==> config.mk <==
export PLATFORM = sky130hd
export DESIGN_NAME = sigma_delta_dac
export DESIGN_NICKNAME = d
export VERILOG_FILES = /design/src/rtl/sigma_delta_dac.sv
export SDC_FILE = /design/constraint.sdc
export NUM_CORES = 1
export LEC_CHECK = 0
export ABC_CLOCK_PERIOD_IN_PS = 2300
export BUFFER_PORTS_ARGS = -buffer_cell sky130_fd_sc_hd__buf_2
export CAP_MARGIN = 20
export CORE_UTILIZATION = 50
export CTS_CLUSTER_DIAMETER = 80
export DETAILED_ROUTE_END_ITERATION = 6
export PLACE_DENSITY = 0.72
export SYNTH_ARGS = -nofsm -noshare
export SYNTH_HDL_FRONTEND = slang
export SYNTH_SLANG_ARGS = --single-unit
==> constraint.sdc <==
create_clock -name clk_i -period 2.3 [get_ports clk_i]
set_input_delay 0.345 -clock clk_i [delete_from_list [all_inputs] [get_ports clk_i]]
set_output_delay 0.345 -clock clk_i [all_outputs]
set_load 0.01 [all_outputs]
==> src/rtl/sigma_delta_dac.sv <==
// rtl/sigma_delta_dac.sv - first-order error-feedback 1-bit sigma-delta DAC
// The carry out of a W-bit accumulator becomes the pulse-density output bit.
`timescale 1ns/1ps
module sigma_delta_dac #(
  parameter int W         = 16,
  parameter int SIGNED_IN = 0
) (
  input  logic         clk_i,
  input  logic         res_i,
  input  logic [W-1:0] dac_i,
  output logic         dac_o
);

  logic [W-1:0] d;
  logic [W-1:0] acc;
  logic [W:0]   sum;

  // Two's complement input is shifted to offset binary by flipping the MSB.
  generate
    if (SIGNED_IN != 0) begin : g_signed
      always_comb d = {~dac_i[W-1], dac_i[W-2:0]};
    end else begin : g_unsigned
      always_comb d = dac_i;
    end
  endgenerate

  always_comb sum = {1'b0, acc} + {1'b0, d};

  // acc wraps mod 2^W; the carry out is the emitted bit.
  always_ff @(posedge clk_i) begin
    if (res_i) begin
      acc   <= '0;
      dac_o <= 1'b0;
    end else begin
      acc   <= sum[W-1:0];
      dac_o <= sum[W];
    end
  end

endmodule

==> impl_metrics.yaml <==
cells_and_area:
  final_nets: 191
  antenna_cells: 0
  n_fill_cell: 211
  finalNonFillerCells: 183
  regArea_um2: 340
  multi_input_area_um2: 823
  drive_gt1_frac: 0.258
  areaGrowthSynthToFinish_pct: 14.5
  final_common_cell: "nor2_1"
  final_cell_mix: "nor2_1, buf_2, dfxtp_1"
drt:
  drc_errors: 0
  wl_um: 2540
  vias_per_cell: 5.67
  wire_per_inst_um: 13.9
  drtIter0Drc: 20
  via_count: 1037
  drtAntennaViolNets: 0
  first_pass_iters: 4
logic_synthesis:
  yosysWarningCount: 0
  synthTopCellsByArea: "dfxtp_1, ha_1, nor2_1"
  synth_top_area_cell: "dfxtp_1"
  synth_ff_type: "dfxtp_1"
  synth_edf_count: 0
  syn_area_per_cell_um2: 9.07
  synth_top_area_frac: 0.284
  synth_seq_cells: 17
  syn_inst: 132
  synthArstFlopShare: 0
  ys_types: 39
  synth_seq_area_share: 0.284
  synth_area_um2: 1200
  synth_fp_nets: 167
timing:
  setup_viol: 0
  fin_skew_ps: 4.02
  rsz0062_at_grt: "no"
  worst_pin_slew_ps: 415
  slew_violations: 0
  slew_headroom: 0.724
  period_share: 0.952
  fmax_mhz: 457
  hold_violations: 0
  period_minus_slack_ps: 2190
  setup_ws_ps: 110
  tns_ps: 0
floorplanning:
  die_w_um: 50.9
  fp-row-count: 17
  dieArea_um2: 2590
  initial_core_util: 0.536
  io_pins: 19
  coreArea_um2: 2230
  die-height_um: 50.9
critical_path:
  cp.required_ps: 2500
  cp_max_fo: 3
  crit_family: "compound AO/OA/AOI/OAI gates"
  cp.arrival_ps: 2390
  start_kind: "flip-flop"
  slowest_stage: "fa_2"
  critPathBufInv: 0
  crit_type: "flip-flop to flip-flop"
  r2r_setup_slack_ps: 110
  critPathMaxStageDelay_ps: 350
  end_kind: "flip-flop"
  cp_cell_sequence: "ha_1 > fa_2 > a21o_1 > a221oi_4 > nor2_2 > a211oi_2 > mux2_1"
placement:
  dp_cells: 179
  routabilityCongestion: 0.758
  portBuffers: 18
  pre_cts_ws_ps: -76.4
  hpwl_um: 2010
run:
  drv_cap: 0
global_route:
  grt_pass1_vias: 1040
  grt_util_all_layers: 0.234
  grt_max_degree: 23
  grt_pass1_wl_um: 4460
  antenna_found_initial: 0
  grt_overflow: 0
clock_tree:
  clockBufferDepth: 2
  tritoncts: "yes"
  cts_max_level: 1
  insertion_delay_ps: 300
  cts-root-buf: "clkbuf_4"
  clk_pin_slew_worst_paths_ps: 100
  cts_buffers: 3
  cts.sinks: 17
power_and_ir_drop:
  p_leak_nw: 0.632
  ir_worst_vdd_uv: 732
  power_per_cell_area_nw_per_um2: 1230
status:
  status: "completed"
worst_hold_path:
  hp-class: "primary input to flip-flop"
## report_power, final
part / switching (mW) / total, mW / internal [mW]
Clock: 0.102 / 0.170 / 0.0677
Combinational: 0.564 / 1.06 / 0.494
Sequential: 0.0424 / 0.460 / 0.417
## kinds of logic (layout without fill, tap and decap cells)
family / count (synthesis) / in the layout / share of synthesized area
XOR/XNOR: 8 / 8 / 0.0585
multiplexers: 5 / 5 / 0.0502
buffers and inverters: 9 / 32 / 0.0303
flip-flops: 17 / 17 / 0.284
AND/OR/NAND/NOR: 43 / 43 / 0.167
adder cells (fa/ha/maj): 17 / 17 / 0.184
AO/OA/AOI/OAI: 33 / 33 / 0.226
## final cells by class
type	instances	area share
well taps	28	0.0255
repair buffers	23	0.0931
clock buffers	4	0.0192
flip-flops and latches	17	0.248
inverters	5	0.0137
multi-input cells	106	0.600
## stage by stage
step                      cell area, um^2  utilization  hold WS [ps]  total power [mW]
after detailed placement             1340        0.601           551              1.52
after global routing                 1370        0.614           418              1.84
after global placement               1340        0.601           543              1.47
after CTS                            1370        0.613           367              1.69
after floorplan                      1200            -           524              1.28
final                                1370        0.614           364              1.69
## synth_stat cells, types with 2 or more instances
cell	instances
a21o_1	3
o21ai_1	3
xor2_1	4
nand4_1	2
mux2_1	3
a21oi_1	10
nor2_1	19
dfxtp_1	17
xnor2_1	4
inv_1	5
a211oi_2	3
o21ai_0	2
nand2_1	8
ha_1	16
nand3_1	4
nor2b_1	6
## registers in the layout, summed over array words and instances, names as in the netlist
signal	count
dac_o	1
acc	16
## worst paths after layout
kind,from,endpoint,cells past startpoint
worst min register to register,acc[0],acc[0],2
worst max register to register,acc[0],acc[14],7
worst max-delay path,acc[0],acc[14],7
worst min-delay path,dac_i[0],acc[0],3
## layer usage
| metal | track usage | up-vias | wire length [um] |
|---|---|---|---|
| li1 | - | 515 | - |
| met1 | 0.261 | 477 | 1080 |
| met2 | 0.408 | 34 | 1270 |
| met3 | 0.0268 | 11 | 93 |
| met4 | 0.167 | 0 | 99 |
| met5 | 0 | - | 0 |
## timing repair
item,4_1_cts,5_1_grt
setup endpoints to repair,0,2
hold buffers,0,0
resized for setup,0,1
setup buffers,0,0
## tightest hold or removal path, delay by kind of cell
family / cells / cell delay, ps
AND/OR/NAND/NOR: 1 / 100
adder cells (fa/ha/maj): 1 / 110
buffers and inverters: 1 / 80
Note: power is estimated with default switching activity, not from simulation.
